**src/rtl/tiny_proc_sequencer_if.sv**
```systemverilog
// Host, program-load and processor-core signals of the tiny processor run controller.
// The sequencer uses the slave modport; the host/bench side uses master.
interface tiny_proc_sequencer_if #(
    parameter int ADDR_W  = 4,
    parameter int INSTR_W = 8,
    parameter int GPIO_W  = 4,
    parameter int CNT_W   = 16
);
    // Program load handshake
    logic               load_valid;
    logic [INSTR_W-1:0] load_data;
    logic               load_last;
    logic               load_ready;

    // Run control
    logic               start;
    logic [CNT_W-1:0]   run_cycles;
    logic               pause;
    logic               step;
    logic               stop;

    // Processor side
    logic               imem_we;
    logic [ADDR_W-1:0]  imem_addr;
    logic [INSTR_W-1:0] imem_wdata;
    logic               proc_reset_p;
    logic               proc_ce;
    logic [GPIO_W-1:0]  proc_gpio_out;

    // Status
    logic [GPIO_W-1:0]  gpio_snapshot;
    logic [CNT_W-1:0]   cycles_run;
    logic               busy;
    logic               done;
    logic               load_error;
    logic               halted;

    modport master (
        output load_valid, load_data, load_last, start, run_cycles, pause, step, stop,
               proc_gpio_out,
        input  load_ready, imem_we, imem_addr, imem_wdata, proc_reset_p, proc_ce,
               gpio_snapshot, cycles_run, busy, done, load_error, halted
    );

    modport slave (
        input  load_valid, load_data, load_last, start, run_cycles, pause, step, stop,
               proc_gpio_out,
        output load_ready, imem_we, imem_addr, imem_wdata, proc_reset_p, proc_ce,
               gpio_snapshot, cycles_run, busy, done, load_error, halted
    );
endinterface

```
**src/rtl/tiny_proc_sequencer.sv**
```systemverilog
// Run controller for the 4-bit tiny processor: program load, core reset/clock-enable gating,
// cycle counting and GPIO snapshot. Optional halt detection under TINY_SEQ_HALT_DETECT_EN.
module tiny_proc_sequencer #(
    parameter int ADDR_W      = 4,
    parameter int INSTR_W     = 8,
    parameter int GPIO_W      = 4,
    parameter int RST_CYCLES  = 3,
    parameter int CNT_W       = 16,
    parameter int HALT_WINDOW = 8
) (
    input logic                  i_clock,
    input logic                  i_reset_p,
    tiny_proc_sequencer_if.slave io_seq
);

    localparam int PTR_W = ADDR_W + 1;
    localparam int RST_W = (RST_CYCLES > 1) ? $clog2(RST_CYCLES) : 1;
    localparam logic [PTR_W-1:0] PTR_FULL = PTR_W'(2 ** ADDR_W);
    localparam logic [RST_W-1:0] RST_LAST = RST_W'(RST_CYCLES - 1);

    typedef enum logic [2:0] {
        StIdle,
        StRst,
        StRun,
        StPause,
        StStep,
        StDone
    } state_e;

    state_e             r_state;
    logic [PTR_W-1:0]   r_ptr;
    logic               r_load_error;
    logic [CNT_W-1:0]   r_cycles;
    logic [CNT_W-1:0]   r_budget;
    logic [GPIO_W-1:0]  r_snapshot;
    logic [RST_W-1:0]   r_rst_cnt;

    logic               w_in_idle;
    logic               w_load_fire;
    logic               w_ptr_full;
    logic               w_ptr_zero;
    logic               w_start_ok;
    logic [CNT_W-1:0]   w_cnt_inc;
    logic               w_budget_hit;
    logic               w_halt_hit;
    logic               w_halted;

    assign w_in_idle    = (r_state == StIdle);
    assign w_load_fire  = io_seq.load_valid & w_in_idle;
    assign w_ptr_full   = (r_ptr == PTR_FULL);
    assign w_ptr_zero   = (r_ptr == '0);
    // A start coinciding with a load word is ignored so the program is never half-written.
    assign w_start_ok   = w_in_idle & io_seq.start & w_ptr_zero & ~w_load_fire;
    assign w_cnt_inc    = r_cycles + CNT_W'(1);
    assign w_budget_hit = (r_budget != '0) && (w_cnt_inc == r_budget);

`ifdef TINY_SEQ_HALT_DETECT_EN
    localparam int HW_W = $clog2(HALT_WINDOW + 1);

    logic [HW_W-1:0]   r_halt_cnt;
    logic [HW_W-1:0]   w_halt_next;
    logic [GPIO_W-1:0] r_prev_gpio;
    logic              r_prev_valid;
    logic              r_halted;
    logic              w_core_active;

    assign w_core_active = (r_state == StRun) || (r_state == StStep);

    // Length of the current streak of identical GPIO values, this cycle included.
    always_comb begin
        w_halt_next = HW_W'(1);
        if (r_prev_valid && (io_seq.proc_gpio_out == r_prev_gpio)) begin
            w_halt_next = r_halt_cnt + HW_W'(1);
        end
    end

    assign w_halt_hit = (w_halt_next == HW_W'(HALT_WINDOW));
    assign w_halted   = r_halted;

    always_ff @(posedge i_clock) begin
        if (i_reset_p) begin
            r_halt_cnt   <= '0;
            r_prev_gpio  <= '0;
            r_prev_valid <= 1'b0;
            r_halted     <= 1'b0;
        end else if (w_start_ok) begin
            r_halt_cnt   <= '0;
            r_prev_valid <= 1'b0;
            r_halted     <= 1'b0;
        end else if (w_core_active) begin
            r_halt_cnt   <= w_halt_next;
            r_prev_gpio  <= io_seq.proc_gpio_out;
            r_prev_valid <= 1'b1;
            if (w_halt_hit && !io_seq.stop) begin
                r_halted <= 1'b1;
            end
        end
    end
`else
    logic w_unused_halt_window;

    assign w_unused_halt_window = (HALT_WINDOW > 0);
    assign w_halt_hit           = 1'b0;
    assign w_halted             = 1'b0;
`endif

    always_ff @(posedge i_clock) begin
        if (i_reset_p) begin
            r_state      <= StIdle;
            r_ptr        <= '0;
            r_load_error <= 1'b0;
            r_cycles     <= '0;
            r_budget     <= '0;
            r_snapshot   <= '0;
            r_rst_cnt    <= '0;
        end else begin
            case (r_state)
                StIdle: begin
                    if (w_load_fire) begin
                        if (w_ptr_full) begin
                            r_load_error <= 1'b1;
                        end else if (w_ptr_zero) begin
                            r_load_error <= 1'b0;
                        end
                        if (io_seq.load_last) begin
                            r_ptr <= '0;
                        end else if (!w_ptr_full) begin
                            r_ptr <= r_ptr + PTR_W'(1);
                        end
                    end
                    if (w_start_ok) begin
                        r_budget  <= io_seq.run_cycles;
                        r_cycles  <= '0;
                        r_rst_cnt <= '0;
                        r_state   <= StRst;
                    end
                end
                StRst: begin
                    if (r_rst_cnt == RST_LAST) begin
                        r_state <= StRun;
                    end else begin
                        r_rst_cnt <= r_rst_cnt + RST_W'(1);
                    end
                end
                StRun: begin
                    r_cycles <= w_cnt_inc;
                    if (io_seq.stop || w_halt_hit || w_budget_hit) begin
                        r_state <= StDone;
                    end else if (io_seq.pause) begin
                        r_state <= StPause;
                    end
                end
                StPause: begin
                    if (io_seq.stop) begin
                        r_state <= StDone;
                    end else if (io_seq.step) begin
                        r_state <= StStep;
                    end else if (!io_seq.pause) begin
                        r_state <= StRun;
                    end
                end
                StStep: begin
                    r_cycles <= w_cnt_inc;
                    if (io_seq.stop || w_halt_hit || w_budget_hit) begin
                        r_state <= StDone;
                    end else begin
                        r_state <= StPause;
                    end
                end
                StDone: begin
                    r_snapshot <= io_seq.proc_gpio_out;
                    r_state    <= StIdle;
                end
                default: begin
                    r_state <= StIdle;
                end
            endcase
        end
    end

    // Core controls decode directly from the state register.
    assign io_seq.load_ready   = w_in_idle;
    assign io_seq.proc_reset_p = (r_state == StIdle) || (r_state == StRst);
    assign io_seq.proc_ce      = (r_state == StRst) || (r_state == StRun) || (r_state == StStep);
    assign io_seq.busy         = (r_state == StRst) || (r_state == StRun) ||
                                 (r_state == StPause) || (r_state == StStep);
    assign io_seq.done         = (r_state == StDone);

    assign io_seq.imem_we    = w_load_fire & ~w_ptr_full;
    assign io_seq.imem_addr  = r_ptr[ADDR_W-1:0];
    assign io_seq.imem_wdata = io_seq.load_data;

    assign io_seq.gpio_snapshot = r_snapshot;
    assign io_seq.cycles_run    = r_cycles;
    assign io_seq.load_error    = r_load_error;
    assign io_seq.halted        = w_halted;

endmodule

```
**src/flat_wrapper.sv**
```systemverilog
// flat-port wrapper written by rule: the top's interface ports become plain ports
module tiny_proc_sequencer_flat 
#(
    parameter int ADDR_W      = 4,
    parameter int INSTR_W     = 8,
    parameter int GPIO_W      = 4,
    parameter int RST_CYCLES  = 3,
    parameter int CNT_W       = 16,
    parameter int HALT_WINDOW = 8
)
  (i_clock, i_reset_p, io_seq_load_valid, io_seq_load_data, io_seq_load_last, io_seq_start, io_seq_run_cycles, io_seq_pause, io_seq_step, io_seq_stop, io_seq_proc_gpio_out, io_seq_load_ready, io_seq_imem_we, io_seq_imem_addr, io_seq_imem_wdata, io_seq_proc_reset_p, io_seq_proc_ce, io_seq_gpio_snapshot, io_seq_cycles_run, io_seq_busy, io_seq_done, io_seq_load_error, io_seq_halted);
  tiny_proc_sequencer_if #(.ADDR_W(ADDR_W), .INSTR_W(INSTR_W), .GPIO_W(GPIO_W), .CNT_W(CNT_W)) io_seq_i ();
  input logic i_clock;
  input logic i_reset_p;
  input wire logic [$bits(io_seq_i.load_valid)-1:0] io_seq_load_valid;
  input wire logic [$bits(io_seq_i.load_data)-1:0] io_seq_load_data;
  input wire logic [$bits(io_seq_i.load_last)-1:0] io_seq_load_last;
  input wire logic [$bits(io_seq_i.start)-1:0] io_seq_start;
  input wire logic [$bits(io_seq_i.run_cycles)-1:0] io_seq_run_cycles;
  input wire logic [$bits(io_seq_i.pause)-1:0] io_seq_pause;
  input wire logic [$bits(io_seq_i.step)-1:0] io_seq_step;
  input wire logic [$bits(io_seq_i.stop)-1:0] io_seq_stop;
  input wire logic [$bits(io_seq_i.proc_gpio_out)-1:0] io_seq_proc_gpio_out;
  output wire logic [$bits(io_seq_i.load_ready)-1:0] io_seq_load_ready;
  output wire logic [$bits(io_seq_i.imem_we)-1:0] io_seq_imem_we;
  output wire logic [$bits(io_seq_i.imem_addr)-1:0] io_seq_imem_addr;
  output wire logic [$bits(io_seq_i.imem_wdata)-1:0] io_seq_imem_wdata;
  output wire logic [$bits(io_seq_i.proc_reset_p)-1:0] io_seq_proc_reset_p;
  output wire logic [$bits(io_seq_i.proc_ce)-1:0] io_seq_proc_ce;
  output wire logic [$bits(io_seq_i.gpio_snapshot)-1:0] io_seq_gpio_snapshot;
  output wire logic [$bits(io_seq_i.cycles_run)-1:0] io_seq_cycles_run;
  output wire logic [$bits(io_seq_i.busy)-1:0] io_seq_busy;
  output wire logic [$bits(io_seq_i.done)-1:0] io_seq_done;
  output wire logic [$bits(io_seq_i.load_error)-1:0] io_seq_load_error;
  output wire logic [$bits(io_seq_i.halted)-1:0] io_seq_halted;
  assign io_seq_i.load_valid = io_seq_load_valid;
  assign io_seq_i.load_data = io_seq_load_data;
  assign io_seq_i.load_last = io_seq_load_last;
  assign io_seq_i.start = io_seq_start;
  assign io_seq_i.run_cycles = io_seq_run_cycles;
  assign io_seq_i.pause = io_seq_pause;
  assign io_seq_i.step = io_seq_step;
  assign io_seq_i.stop = io_seq_stop;
  assign io_seq_i.proc_gpio_out = io_seq_proc_gpio_out;
  assign io_seq_load_ready = io_seq_i.load_ready;
  assign io_seq_imem_we = io_seq_i.imem_we;
  assign io_seq_imem_addr = io_seq_i.imem_addr;
  assign io_seq_imem_wdata = io_seq_i.imem_wdata;
  assign io_seq_proc_reset_p = io_seq_i.proc_reset_p;
  assign io_seq_proc_ce = io_seq_i.proc_ce;
  assign io_seq_gpio_snapshot = io_seq_i.gpio_snapshot;
  assign io_seq_cycles_run = io_seq_i.cycles_run;
  assign io_seq_busy = io_seq_i.busy;
  assign io_seq_done = io_seq_i.done;
  assign io_seq_load_error = io_seq_i.load_error;
  assign io_seq_halted = io_seq_i.halted;
  tiny_proc_sequencer #(.ADDR_W(ADDR_W), .INSTR_W(INSTR_W), .GPIO_W(GPIO_W), .RST_CYCLES(RST_CYCLES), .CNT_W(CNT_W), .HALT_WINDOW(HALT_WINDOW)) u_core (.i_clock(i_clock), .i_reset_p(i_reset_p), .io_seq(io_seq_i));
endmodule
```
**config.mk**
```make
export PLATFORM = sky130hd
export DESIGN_NAME = tiny_proc_sequencer_flat
export DESIGN_NICKNAME = d
export VERILOG_FILES = /design/src/rtl/tiny_proc_sequencer_if.sv /design/src/rtl/tiny_proc_sequencer.sv /design/src/flat_wrapper.sv
export SDC_FILE = /design/constraint.sdc
export NUM_CORES = 1
export LEC_CHECK = 0
export ABC_AREA = 1
export CORE_ASPECT_RATIO = 1.5
export CORE_UTILIZATION = 50
export CTS_BUF_LIST = sky130_fd_sc_hd__clkbuf_8 sky130_fd_sc_hd__clkbuf_16
export DETAILED_ROUTE_END_ITERATION = 8
export PLACE_DENSITY = 0.84
export SKIP_LAST_GASP = 1
export SLEW_MARGIN = 20
export SYNTH_ARGS = -nofsm -noshare
export SYNTH_HDL_FRONTEND = slang
export SYNTH_SLANG_ARGS = --single-unit
export TNS_END_PERCENT = 100
```
**constraint.sdc**
```tcl
create_clock -name i_clock -period 5.2 [get_ports i_clock]
set_input_delay 0.78 -clock i_clock [delete_from_list [all_inputs] [get_ports i_clock]]
set_output_delay 0.78 -clock i_clock [all_outputs]
set_load 0.005 [all_outputs]
```
; After elaboration in Yosys (flattened, before gate mapping)
; Cells that the tools add are included.
[word_totals]
regBits = 47
input_bits = 36
output_inout_bits = 40
[classes]
addsub = 3
n_eq_ne = 14
muxes = 18
n_bitwise = 7
n_reduce_logical = 20
[ops]
columns = op, count
row1 = $pmux 16 s2, 1
row2 = $mux 3, 8
row3 = $add 16x1->16 const B, 1
row4 = $eq 16x16->1, 1
row5 = $mux 16, 1
row6 = $reduce_bool 16->1, 1
row7 = $pmux 3 s5, 1
row8 = $mux 5, 2
row9 = $reduce_and 3->1, 3
row10 = $eq 3x2->1 const B, 2
row11 = $eq 3x3->1 const B, 2
row12 = $logic_or 1x1->1, 6
row13 = $ne 2x2->1 const B, 3
row14 = $reduce_bool 2->1, 3
row15 = $add 5x1->5 const B, 1
row16 = $and 1x1->1, 5
row17 = $eq 5x5->1 const B, 1
row18 = $logic_not 5->1, 1
row19 = $mux 2, 2
row20 = $ne 4x4->1 const B, 1
row21 = $pmux 2 s2, 1
row22 = $reduce_and 2->1, 2
row23 = $reduce_and 4->1, 1
row24 = $eq 3x1->1 const B, 1
row25 = other kinds (9), 11

; Logic depth before layout (Yosys ltp)
; Gate-level depths: netlist of the first run.
[depth]
word_depth = 6
mapped_depth = 17
ltp_nobuf = 17

; Least setup slack after synthesis of the first run
; OpenSTA, ideal clock, no wires.
[synth_timing]
path_kind = reg2reg
startpoint = register u_core.r_cycles[0], in the netlist u_core.io_seq.cycles_run[0]
endpoint = register u_core.r_state[0]
setup_time_ps = 70
arrival_ps = 1787
t_required_ps = 5130
path_slack_ps = 3343
path_stages_with_launch = 18
path_buffers = 0
path_cell_list = dfxtp_1 > ha_1 > nand2_1 > nor2_4 > nand2_1 > nand2_1 > nand2_1 > nand2_1 > nand3_1 > nor2_1 > nand2_1 > nor2_1 > nand2_1 > nand3_1 > nand2_1 > inv_2 > nand2_1 > a21oi_1
[synth_via]
elab_chain_len = 6
[synth_lines]
columns = item, line
row1 = from (decl), tiny_proc_sequencer.sv:33  ; logic [CNT_W-1:0] r_cycles;
row2 = from (signal assigned), tiny_proc_sequencer.sv:146  ; r_cycles <= w_cnt_inc;
row3 = from (signal assigned), tiny_proc_sequencer.sv:163  ; r_cycles <= w_cnt_inc;
row4 = $add 16x1->16 *, tiny_proc_sequencer.sv:54  ; assign w_cnt_inc = r_cycles + CNT_W'(1);
row5 = $eq 16x16->1 *, tiny_proc_sequencer.sv:55  ; assign w_budget_hit = (r_budget != '0) && (w_cnt_inc == r_budget);
row6 = $logic_and 1x1->1 *, tiny_proc_sequencer.sv:55
row7 = $logic_or 1x1->1 *, tiny_proc_sequencer.sv:147  ; if (io_seq.stop || w_halt_hit || w_budget_hit) begin
row8 = $mux 3 / $ne 3x2->1 (equally long branches), n/a
row9 = $pmux 3 s5 / $reduce_and 4->1 (equally long branches), n/a
row10 = to (signal assigned), tiny_proc_sequencer.sv:148  ; r_state <= StDone;
row11 = to (signal assigned), tiny_proc_sequencer.sv:150  ; r_state <= StPause;
row12 = to (signal assigned), tiny_proc_sequencer.sv:155  ; r_state <= StDone;
row13 = to (decl), tiny_proc_sequencer.sv:30  ; state_e r_state;
; Mark *: on every way between the ends. The rest lies on a longest branch, timed or not.
; A chain may end at the register's enable or synchronous reset.

; Worst setup path in the final report of the first run
[layout_timing]
startpoint = input port io_seq_load_valid
endpoint = output port io_seq_imem_we
[layout_via]
elab_chain_len = 2
[layout_lines]
columns = item, line
row1 = from (decl), flat_wrapper.sv:15  ; input wire logic [$bits(io_seq_i.load_valid)-1:0] io_seq_load_valid;
row2 = $and 1x1->1, tiny_proc_sequencer.sv:49  ; assign w_load_fire = io_seq.load_valid & w_in_idle;
row3 = $and 1x1->1, tiny_proc_sequencer.sv:189  ; assign io_seq.imem_we = w_load_fire & ~w_ptr_full;
row4 = to (decl), flat_wrapper.sv:25  ; output wire logic [$bits(io_seq_i.imem_we)-1:0] io_seq_imem_we;
; Every way passes these cells.

==> reports/metrics.csv, run 1 <==
stage,metric,value,unit
setup_path,reg2reg setup slack,2.67,ns
synth,number of library cell types mapped by synthesis,36,
timing,FMAX,347.6,MHz
routing,wire length on met3,275,um
timing,crit path time final,2.877,ns
synth,"Avg Cell Area, Syn",6.611,um2
setup_path,crit path kind,primary input to output port,
timing,worst rel slew slack,0.3822,
pwr,PwrDens,338.1,mW/mm2
timing,Tightest Pin Transition,0.9245,ns
pwr,maximum VDD drop,0.0002589,V
timing,Tcrit/Tclk final,0.5533,
place,Port Buffers,58,
finish,NumNets Final,508,
setup_path,critical path's top delay family,buffers and inverters,
synth,Main synth FF type,dfxtp_1,
die,CORE AREA,0.005450,mm2
clock_network,# hold bufs at CTS,0,
timing,Final Max Tran Viols,0,
synth,post-synthesis sequential element count,47,
routing,uppermost layer routed,met4,
setup_path,cell count of the worst reg-to-reg path,9,
synth,register area share after synthesis,0.3341,
setup_path,Worst R2R End,u_core.io_seq.cycles_run[12]$_SDFFE_PP0P_,
grt,via count of the first global-routing pass,2689,
clock_network,clk slew on worst S/H paths,0.08,ns
status,status,completed,
finish,layout cell share with drive strength beyond 1,0.06610,
clock_network,Resized Gates After CTS,0,
die,Die H,93.92,um
timing,Setup Skew,0.006619,ns
pwr,P_leak,1.354,nW
synth,"EDFF count, synth",0,
setup_path,CP arrival,2.10,ns
synth,"area leader, netlist",dfxtp_1,
setup_path,CP max stage cell,clkdlybuf4s50_1,
clock_network,clk buf depth,2,
finish,area added between synthesis and finish,23.01,%
routing,DR WL met2,3.814,mm
timing,RSZ-0062 raised after global routing,false,
setup_path,required time worst endpoint,4.42,ns
setup_path,CP Launch Type,primary input,
routing,Iter 0 DRT Violations,171,
clock_network,clock root cell,clkbuf_8,
finish,Seq. cell area,940.9,um2
synth,Area contributors post-synth,"dfxtp_1, nand2_1, a21oi_1, nand3_1, inv_1",
synth,Synth top cells by count,"nand2_1, inv_1, dfxtp_1",
clock_network,clk sinks,47,
grt,initial antenna violation count,0,
setup_path,CP Max Fanout,4,
flow_run,total of max-cap violations,0,
setup_path,"slowest stage delay, CP",0.53,ns
finish,Antenna diodes,0,
clock_network,CTS H-tree depth,2,
synth,cell with the most instances after synthesis,nand2_1,
routing,residual DRC count,0,
synth,share of flip-flops with an asynchronous set or reset,0,
finish,Fill cells,524,
routing,Routed Antenna Nets,0,
synth,Syn Std Cell Area,0.002816,mm2
setup_path,Worst Setup SP,io_seq_load_valid,
setup_path,Crit path top cell by count,clkdlybuf4s50_1,
worst_hold_path,HP Class,flop to flop,
synth,top-area cell type share of the netlist area,0.3341,
clock_network,Skew-Pair Late Insertion Delay,0.31,ns
routing,DRT Pass-1 Iters,5,
timing,setup violators final,0,
routing,drt wl/cell,13.17,um
routing,detail-routed via count per cell,5.356,
die,io pins,76,
pwr,Design Power,1.171,mW
die,Die Wd,63.28,um
routing,via count,2887,
clock_network,Post-CTS Setup Repair Bufs,0,
grt,largest net degree at the start of global routing,34,
timing,Fin. Hold Viols,0,
place,Final GP Congestion,0.8332,
routing,met1 wire length,2.782,mm
timing,Final TNS setup,0,ns
die,effective utilization at floorplan,0.5168,
finish,area of the multi-input gates,0.001528,mm2
die,Die ar.,0.005943,mm2
synth,Synth Warn #,0,
grt,total global routing overflow,0,
setup_path,worst r2r src,u_core.r_ptr[0]$_SDFFE_PP0P_,
clock_network,CTS buffer count,5,
setup_path,Crit. End Element,output port,
synth,post-synthesis net count,466,
setup_path,Worst Path Buf+Inv,2,
grt,first-pass GRT wire length,11.79,mm
worst_hold_path,Worst Hold Depth,2,
place,HPWL Detailed,5.358,mm
worst_hold_path,hold endpoint,u_core.r_rst_cnt[1]$_SDFFE_PP0P_,
grt,Total Routing Usage GR,0.2543,
synth,cells after synthesis,426,
routing,final WL,7.101,mm
worst_hold_path,Worst Hold Launch,u_core.r_rst_cnt[1]$_SDFFE_PP0P_,
clock_network,CTS tree,built,
die,row count,33,
setup_path,"Critical Path, Cell by Cell",clkdlybuf4s50_1 > nand2_2 > a21oi_4 > clkdlybuf4s50_1,
## through the flow
step	hold slack, ns	utilization	instance area (um2)	setup slack (ns)	instances
after floorplan	0.4482	-	2816	3.343	426
after global placement	0.4564	0.6141	3347	2.223	531
after detailed placement	0.4680	0.6141	3347	2.102	531
after CTS	0.4802	0.6357	3465	2.318	539
after global routing	0.5146	0.6357	3465	2.226	539
final	0.4777	0.6357	3465	2.323	539
## routing by layer
metal | GRT usage | vias up
met1 | 0.2656 | 1321
li1 | - | 1459
met2 | 0.4785 | 89
met5 | 0 | -
met4 | 0.1383 | 0
met3 | 0.03883 | 18
## power by group
| group | internal [mW] | switching [mW] |
|---|---|---|
| sequential | 0.404 | 0.0368 |
| clock | 0.156 | 0.125 |
| combinational | 0.184 | 0.265 |
## state kept, by name, summed over array words and instances (netlist names)
register                     flops
u_core.io_seq.gpio_snapshot      4
u_core.r_rst_cnt                 2
u_core.r_budget                 16
u_core.r_ptr                     5
u_core.r_state                   3
u_core.io_seq.cycles_run        16
u_core.io_seq.load_error         1
## logic make-up (layout without fill, tap and decap cells)
logic type	after synthesis	after routing	share of synthesized area
AO/OA/AOI/OAI	77	77	0.1462
buffers and inverters	79	122	0.1235
adder cells (fa/ha/maj)	4	4	0.01777
AND/OR/NAND/NOR	210	210	0.3474
flip-flops	47	47	0.3341
other	1	1	0.001331
XOR/XNOR	8	8	0.02976
## how the worst max path moves through the flow
stage	end	slack [ns]	cells after the start
detailed placement	u_core.io_seq.cycles_run[7]$_SDFFE_PP0P_	2.10	7
floorplan	u_core.r_state[0]$_SDFFE_PP0P_	3.34	17
finish	io_seq_imem_we	2.32	4
global route	u_core.io_seq.cycles_run[12]$_SDFFE_PP0P_	2.23	7
global placement	u_core.io_seq.cycles_run[14]$_SDFFE_PP0P_	2.22	7
CTS	io_seq_imem_we	2.32	4
## cell usage in the layout (no fill, tap or decap)
cell             Yosys  final
inv_2                7      7
nor3b_2              1      1
o21bai_1             1      1
a21oi_4              1      1
or4_1                1      1
clkdlybuf4s50_1      0     58
xor2_1               5      5
nor2_4               6      6
nor3b_1              1      1
o21ai_0             26     26
a211oi_1             2      2
nor3_1               5      5
xnor3_1              1      1
clkinv_2             0      1
dfxtp_1             47     47
conb_1               1      1
nand2_4              1      1
o21ai_1              1      1
bufinv_16            0      1
a21oi_1             43     43
nor2_2               4      4
o211ai_1             2      2
nand3_1             43     43
nor4_1               1      1
clkinv_1             1      1
xnor2_1              2      2
ha_1                 4      4
o21a_1               1      1
nand2_1             97     97
nand4_1             13     13
nor2_1              31     31
or3_1                1      1
and3_1               1      1
inv_1               48     48
nand3b_1             1      1
nand2_2              3      3
clkbuf_8             0      6
## worst min-delay path, delay by kind of cell, from the launching register on
family,cells,cell delay [ns]
AO/OA/AOI/OAI,1,0.06
flip-flops,1,0.32
AND/OR/NAND/NOR,1,0.06
## layout make-up
| type | instances | share of cell area |
|---|---|---|
| clock buffers | 6 | 0.02384 |
| clock inverters | 2 | 0.01011 |
| inverters | 56 | 0.06067 |
| multi-input cells | 300 | 0.4410 |
| flip-flops and latches | 47 | 0.2716 |
| well taps | 70 | 0.02528 |
| repair buffers | 58 | 0.1676 |
No activity file was read; power rests on OpenSTA's default activity.
==> run 2, diff against run 1 <==
--- a/config.mk
+++ b/config.mk
@@ -7,10 +7,10 @@
 export LEC_CHECK = 0
 export ABC_AREA = 1
 export CORE_ASPECT_RATIO = 1.5
-export CORE_UTILIZATION = 50
+export CORE_UTILIZATION = 49
 export CTS_BUF_LIST = sky130_fd_sc_hd__clkbuf_8 sky130_fd_sc_hd__clkbuf_16
 export DETAILED_ROUTE_END_ITERATION = 8
-export PLACE_DENSITY = 0.84
+export PLACE_DENSITY = 0.83
 export SKIP_LAST_GASP = 1
 export SLEW_MARGIN = 20
 export SYNTH_ARGS = -nofsm -noshare
==> constraint.sdc (replaced) <==
create_clock -name i_clock -period 3 [get_ports i_clock]
set_input_delay 0.45 -clock i_clock [delete_from_list [all_inputs] [get_ports i_clock]]
set_output_delay 0.45 -clock i_clock [all_outputs]
set_load 0.005 [all_outputs]
==> run 2 against run 1 <==
Against the previous run:
- flip-flop and latch count unchanged
- register-to-register slack got worse by 1.9 ns
- sequential share of layout area decreased by 0.18 points
- clock-buffer cell count unchanged
- critical path depth decreased by 1
- via count increased by 0.10%
- highest routed layer unchanged
- global-route usage decreased by 0.83 points
- design area increased by 0.65%
- worst setup slack got worse by 1.8 ns
- sequential power increased by 73%
==> reports/metrics.csv, run 2 (synthesis gave the netlist of run 1 again) <==
stage,metric,value,unit,change
setup_path,CP arrival,2.06,ns,-0.04 ns
finish,"commonest cells after routing, fill and taps aside","nand2_1, clkdlybuf4s50_1, inv_1, dfxtp_1",,
finish,Seq. cell area,940.9,um2,unchanged
pwr,P_leak,1.368,nW,+1.0%
clock_network,# hold bufs at CTS,0,,unchanged
setup_path,CP max stage cell,clkdlybuf4s50_1,,
pwr,maximum VDD drop,0.0005212,V,+100%
timing,worst rel slew slack,0.4941,,+0.1119
grt,Total Routing Usage GR,0.2459,,-0.008346
timing,final worst slack,0.4939,ns,-1.829 ns
timing,Final Hold Slack,0.4809,ns,+0.003205 ns
clock_network,CTS buffer count,5,,unchanged
routing,detail-routed via count per cell,5.332,,-0.45%
timing,RSZ-0062 raised after global routing,false,,
place,Port Buffers,58,,unchanged
finish,layout cell share with drive strength beyond 1,0.07203,,+0.005936
setup_path,Crit. End Element,output port,,
timing,Tcrit/Tclk final,0.8354,,
grt,total global routing overflow,0,,unchanged
finish,Fill cells,517,,-1.3%
timing,Tightest Pin Transition,0.7581,ns,-0.1665 ns
pwr,combinational power share,0.388,,+0.004
pwr,Switching Share,0.3635,,-0.001335
die,row count,33,,unchanged
setup_path,crit path kind,flop to output port,,
timing,Final TNS setup,0,ns,unchanged
finish,Antenna diodes,0,,unchanged
grt,first-pass GRT wire length,11.87,mm,+0.76%
die,CORE AREA,0.005492,mm2,+0.76%
die,Die ar.,0.006061,mm2,+2.0%
pwr,part of the power in registers,0.374,,-0.003
routing,drt wl/cell,13.11,um,-0.53%
worst_hold_path,HP Class,flop to flop,,
pwr,P_sw,740.4,uW,+73%
timing,Setup Skew,0.008306,ns,+0.001687 ns
setup_path,"slowest stage delay, CP",0.64,ns,+0.11 ns
finish,final core occ,0.6350,,-0.0006780
routing,Routed Antenna Nets,0,,unchanged
clock_network,clk slew on worst S/H paths,0.09,ns,about the same
finish,"most common cell after layout, fill and taps aside",nand2_1,,
clock_network,clock root cell,clkbuf_8,,
routing,via count,2890,,+0.10%
place,HPWL Detailed,5.268,mm,-1.7%
pwr,clock network power share,0.237,,-0.003
clock_network,Post-CTS Setup Repair Bufs,0,,unchanged
pwr,internal power,1.296,mW,+74%
clock_network,Skew-Pair Late Insertion Delay,0.30,ns,about the same
timing,crit path time final,2.506,ns,
setup_path,required time worst endpoint,2.55,ns,-1.87 ns
clock_network,CTS tree,built,,
grt,initial antenna violation count,0,,unchanged
die,Die Wd,63.90,um,+0.98%
finish,area added between synthesis and finish,23.81,%,
setup_path,CP Max Fanout,8,,+4
routing,residual DRC count,0,,unchanged
place,pre-CTS setup slack,0.8018,ns,-1.300 ns
setup_path,"Critical Path, Cell by Cell",inv_1 > nor3_1 > clkdlybuf4s50_1,,
place,Final GP Congestion,0.9195,,+10%
timing,FMAX,399.0,MHz,
timing,Final Max Tran Viols,0,,unchanged
pwr,PwrDens,584.1,mW/mm2,+73%
clock_network,CTS H-tree depth,2,,unchanged
die,Die H,94.86,um,+1.0%
grt,largest net degree at the start of global routing,33,,-2.9%
die,io pins,76,,unchanged
finish,NumNets Final,511,,+0.59%
routing,final WL,7.103,mm,about the same
clock_network,clk sinks,47,,unchanged
setup_path,CP Launch Type,flop,,
status,status,completed,,
timing,Fin. Hold Viols,0,,unchanged
timing,setup violators final,0,,unchanged
die,effective utilization at floorplan,0.5129,,-0.003885
finish,area of the multi-input gates,0.001528,mm2,unchanged
routing,Iter 0 DRT Violations,163,,-4.7%
clock_network,Resized Gates After CTS,0,,unchanged
routing,DRT Pass-1 Iters,5,,unchanged
grt,via count of the first global-routing pass,2733,,+1.6%
flow_run,total of max-cap violations,0,,unchanged
clock_network,clk buf depth,2,,unchanged
## run 2: critical path, delay by kind of cell (launching register included)
kind | cells | cell delay [ns]
buffers and inverters | 2 | 0.72
flip-flops | 1 | 0.50
AND/OR/NAND/NOR | 1 | 0.53
## run 2: final timing paths
kind                                                        from                                        to  slack (ns)  depth (start not counted)
worst max-delay path              u_core.r_state[2]$_SDFFE_PP0P_                               io_seq_done        0.49                          3
worst min-delay path            u_core.r_rst_cnt[1]$_SDFFE_PP0P_          u_core.r_rst_cnt[1]$_SDFFE_PP0P_        0.48                          2
worst max register to register    u_core.r_state[2]$_SDFFE_PP0P_  u_core.io_seq.cycles_run[4]$_SDFFE_PP0P_        0.82                          6
worst min register to register  u_core.r_rst_cnt[1]$_SDFFE_PP0P_          u_core.r_rst_cnt[1]$_SDFFE_PP0P_        0.48                          2
## run 2: metal layers
layer	up-vias	routed length (um)	track usage
met5	-	0	0
met4	0	172	0.1004
met3	17	370	0.04106
met2	90	3641	0.4504
met1	1314	2918	0.2781
li1	1469	-	-
## run 2: stage by stage
| step | cells | power (mW) | area, um2 |
|---|---|---|---|
| 3_3_place_gp | 534 | 1.548 | 3369 |
| 5_1_grt | 542 | 2.175 | 3487 |
| 2_1_floorplan | 426 | 1.295 | 2816 |
| 6_report | 542 | 2.037 | 3487 |
| 4_1_cts | 542 | 2.041 | 3487 |
| 3_5_place_dp | 534 | 1.559 | 3369 |
## run 2: area by class of cell
class | count | area share
clock buffer | 6 | 0.02368
clock inverter | 2 | 0.01005
inverter | 56 | 0.06028
multi-input combinational | 300 | 0.4381
sequential | 47 | 0.2698
tap | 70 | 0.02512
timing repair buffer | 61 | 0.1729
## run 2: power groups by stage
| stage | Combinational, mW | Clock [mW] | Sequential, mW |
|---|---|---|---|
| 2_1_floorplan | 0.537 | 0 | 0.758 |
| 3_3_place_gp | 0.776 | 0 | 0.772 |
| 3_5_place_dp | 0.785 | 0 | 0.774 |
| 4_1_cts | 0.790 | 0.490 | 0.761 |
| 5_1_grt | 0.883 | 0.518 | 0.774 |
| 6_report | 0.791 | 0.484 | 0.762 |
==> run 3, diff against run 2 <==
==> constraint.sdc (replaced) <==
create_clock -name i_clock -period 2.6 [get_ports i_clock]
set_input_delay 0.39 -clock i_clock [delete_from_list [all_inputs] [get_ports i_clock]]
set_output_delay 0.39 -clock i_clock [all_outputs]
set_load 0.005 [all_outputs]
==> run 3 against run 2 <==
Against the previous run:
- via count grew 0.48%
- flip-flop and latch count is the same
- largest power group unchanged
- hold slack better by 0.0017 ns
- clock skew increased by 0.0043 ns
- critical endpoint is now io_seq_imem_we
- global-route usage fell by 0.40 points
- cell count increased by 0.37%
- clock power is 5.2% lower
==> reports/metrics.csv, run 3 (synthesis gave the netlist of run 1 again) <==
stage,metric,value,unit,change
setup_path,Worst R2R End,u_core.r_state[0]$_SDFFE_PP0P_,,
clock_network,clk sinks,47,,unchanged
finish,area of the multi-input gates,0.001528,mm2,unchanged
die,Die H,94.86,um,unchanged
routing,uppermost layer routed,met4,,
routing,residual DRC count,0,,unchanged
timing,RSZ-0062 raised after global routing,false,,
timing,Tcrit/Tclk final,0.8697,,
die,Die Wd,63.90,um,unchanged
clock_network,# hold bufs at CTS,0,,unchanged
grt,initial antenna violation count,0,,unchanged
place,Final GP Congestion,0.9011,,-2.0%
setup_path,critical path's top delay family,buffers and inverters,,
timing,FMAX,442.2,MHz,
pwr,maximum VDD drop,0.0005774,V,+11%
pwr,PwrDens,649.3,mW/mm2,+11%
setup_path,CP Launch Type,flop,,
setup_path,"slowest stage delay, CP",0.52,ns,-0.12 ns
finish,"commonest cells after routing, fill and taps aside","nand2_1, clkdlybuf4s50_1, inv_1, dfxtp_1",,
finish,NumNets Final,513,,+0.39%
setup_path,Worst Setup SP,u_core.r_ptr[0]$_SDFFE_PP0P_,,
setup_path,CP max stage cell,clkdlybuf4s50_1,,
clock_network,Skew-Pair Late Insertion Delay,0.30,ns,about the same
clock_network,CTS buffer count,5,,unchanged
setup_path,Worst Path Buf+Inv,3,,+1
clock_network,clk slew on worst S/H paths,0.10,ns,about the same
flow_run,total of max-cap violations,0,,unchanged
setup_path,worst r2r src,u_core.io_seq.cycles_run[0]$_SDFFE_PP0P_,,
finish,Fill cells,506,,-2.1%
routing,via count,2904,,+0.48%
setup_path,CP Max Fanout,4,,-4
timing,Setup Skew,0.01258,ns,+0.004275 ns
timing,crit path time final,2.261,ns,
grt,Total Routing Usage GR,0.2420,,-0.003991
setup_path,Crit path depth,6,,+3
setup_path,crit path kind,flop to output port,,
status,status,completed,,
die,effective utilization at floorplan,0.5129,,unchanged
routing,DR WL met2,3.662,mm,+0.58%
setup_path,required time worst endpoint,2.21,ns,-0.34 ns
grt,first-pass GRT wire length,11.59,mm,-2.4%
timing,Final Max Tran Viols,0,,unchanged
routing,met1 wire length,2.900,mm,-0.62%
finish,"most common cell after layout, fill and taps aside",nand2_1,,
die,io pins,76,,unchanged
place,Port Buffers,58,,unchanged
grt,via count of the first global-routing pass,2597,,-5.0%
clock_network,CTS H-tree depth,2,,unchanged
clock_network,CTS tree,built,,
setup_path,Crit. End Element,output port,,
routing,detail-routed via count per cell,5.338,,+0.12%
setup_path,reg2reg setup slack,0.42,ns,-0.40 ns
timing,Tightest Pin Transition,0.5086,ns,-0.2495 ns
die,CORE AREA,0.005492,mm2,unchanged
die,row count,33,,unchanged
grt,largest net degree at the start of global routing,33,,unchanged
die,Die ar.,0.006061,mm2,unchanged
timing,Final TNS setup,0,ns,unchanged
timing,Fin. Hold Viols,0,,unchanged
finish,Finished Cell Area,0.003477,mm2,-0.29%
setup_path,Crit path top cell by count,inv_1,,
finish,Antenna diodes,0,,unchanged
routing,wire length on met3,382,um,+3.2%
grt,total global routing overflow,0,,unchanged
setup_path,crit path to,io_seq_imem_we,,
worst_hold_path,HP Class,flop to flop,,
clock_network,clock root cell,clkbuf_8,,
setup_path,cell count of the worst reg-to-reg path,15,,+9
routing,Iter 0 DRT Violations,116,,-29%
setup_path,CP arrival,1.87,ns,-0.19 ns
finish,area added between synthesis and finish,23.46,%,
routing,final WL,7.116,mm,+0.18%
routing,DRT Pass-1 Iters,5,,unchanged
clock_network,Resized Gates After CTS,0,,unchanged
clock_network,clk buf depth,2,,unchanged
finish,Seq. cell area,940.9,um2,unchanged
setup_path,"Critical Path, Cell by Cell",inv_1 > ha_1 > nand3_1 > inv_1 > a21oi_4 > clkdlybuf4s50_1,,
timing,worst rel slew slack,0.6574,,+0.1633
finish,layout cell share with drive strength beyond 1,0.07595,,+0.003915
timing,setup violators final,0,,unchanged
clock_network,Post-CTS Setup Repair Bufs,0,,unchanged
place,area post-placement,0.003385,mm2,+0.45%
routing,drt wl/cell,13.08,um,-0.19%
place,HPWL Detailed,5.309,mm,+0.78%
pwr,P_leak,1.357,nW,-0.77%
routing,Routed Antenna Nets,0,,unchanged
[run 3: cell types whose count changed in the layout (fill, tap and decap cells not counted)]
cell        before  now
clkbuf_8         6    5
clkinvlp_4       0    2
bufinv_16        1    0
buf_4            3    5
inv_6            0    1
clkinv_2         1    0
[run 3: worst min-delay path by stage]
stage                                      from                                to  slack [ns]  depth (start not counted)
2_1_floorplan  u_core.r_rst_cnt[1]$_SDFFE_PP0P_  u_core.r_rst_cnt[1]$_SDFFE_PP0P_        0.45                          2
3_3_place_gp   u_core.r_rst_cnt[1]$_SDFFE_PP0P_  u_core.r_rst_cnt[1]$_SDFFE_PP0P_        0.46                          2
3_5_place_dp   u_core.r_rst_cnt[1]$_SDFFE_PP0P_  u_core.r_rst_cnt[1]$_SDFFE_PP0P_        0.46                          2
4_1_cts        u_core.r_rst_cnt[1]$_SDFFE_PP0P_  u_core.r_rst_cnt[1]$_SDFFE_PP0P_        0.48                          2
5_1_grt        u_core.r_rst_cnt[1]$_SDFFE_PP0P_  u_core.r_rst_cnt[1]$_SDFFE_PP0P_        0.50                          2
6_report       u_core.r_rst_cnt[1]$_SDFFE_PP0P_  u_core.r_rst_cnt[1]$_SDFFE_PP0P_        0.48                          2
[run 3: per-layer routing]
metal | vias up | GRT usage
li1 | 1477 | -
met1 | 1307 | 0.2731
met2 | 105 | 0.4521
met3 | 15 | 0.03623
met4 | 0 | 0.08712
met5 | - | 0
[run 3: through the flow]
stage | power, mW | setup slack, ns | cells | util | hold slack, ns
5_1_grt | 2.398 | 0.1554 | 544 | 0.6332 | 0.5024
3_3_place_gp | 1.793 | 0.5436 | 536 | 0.6163 | 0.4559
2_1_floorplan | 1.494 | 0.7428 | 426 | - | 0.4482
4_1_cts | 2.260 | 0.3112 | 544 | 0.6332 | 0.4765
3_5_place_dp | 1.803 | 0.4728 | 536 | 0.6163 | 0.4620
6_report | 2.258 | 0.3387 | 544 | 0.6332 | 0.4826
[run 3: layout make-up]
cell class / count / share of cell area
well taps: 70 / 0.02519
clock inverters: 3 / 0.006837
flip-flops and latches: 47 / 0.2706
clock buffers: 5 / 0.01979
multi-input cells: 300 / 0.4394
repair buffers: 63 / 0.1778
inverters: 56 / 0.06045
[run 3: where the power goes]
part	internal, mW	switching [mW]
Clock	0.193	0.267
Sequential	0.809	0.0702
Combinational	0.385	0.535
[run 3: worst register-to-register path, cell delays in order (launching register included)]
cell	delay, ns
dfxtp_1	0.46
ha_1	0.23
nand2_1	0.11
nor2_4	0.20
nand3_1	0.16
nand3_1	0.13
nand3_1	0.08
nor2_1	0.12
nand2_1	0.06
nor2_1	0.10
nand2_1	0.10
nand3_1	0.08
nand2_1	0.09
inv_2	0.07
nand2_1	0.04
a21oi_1	0.11
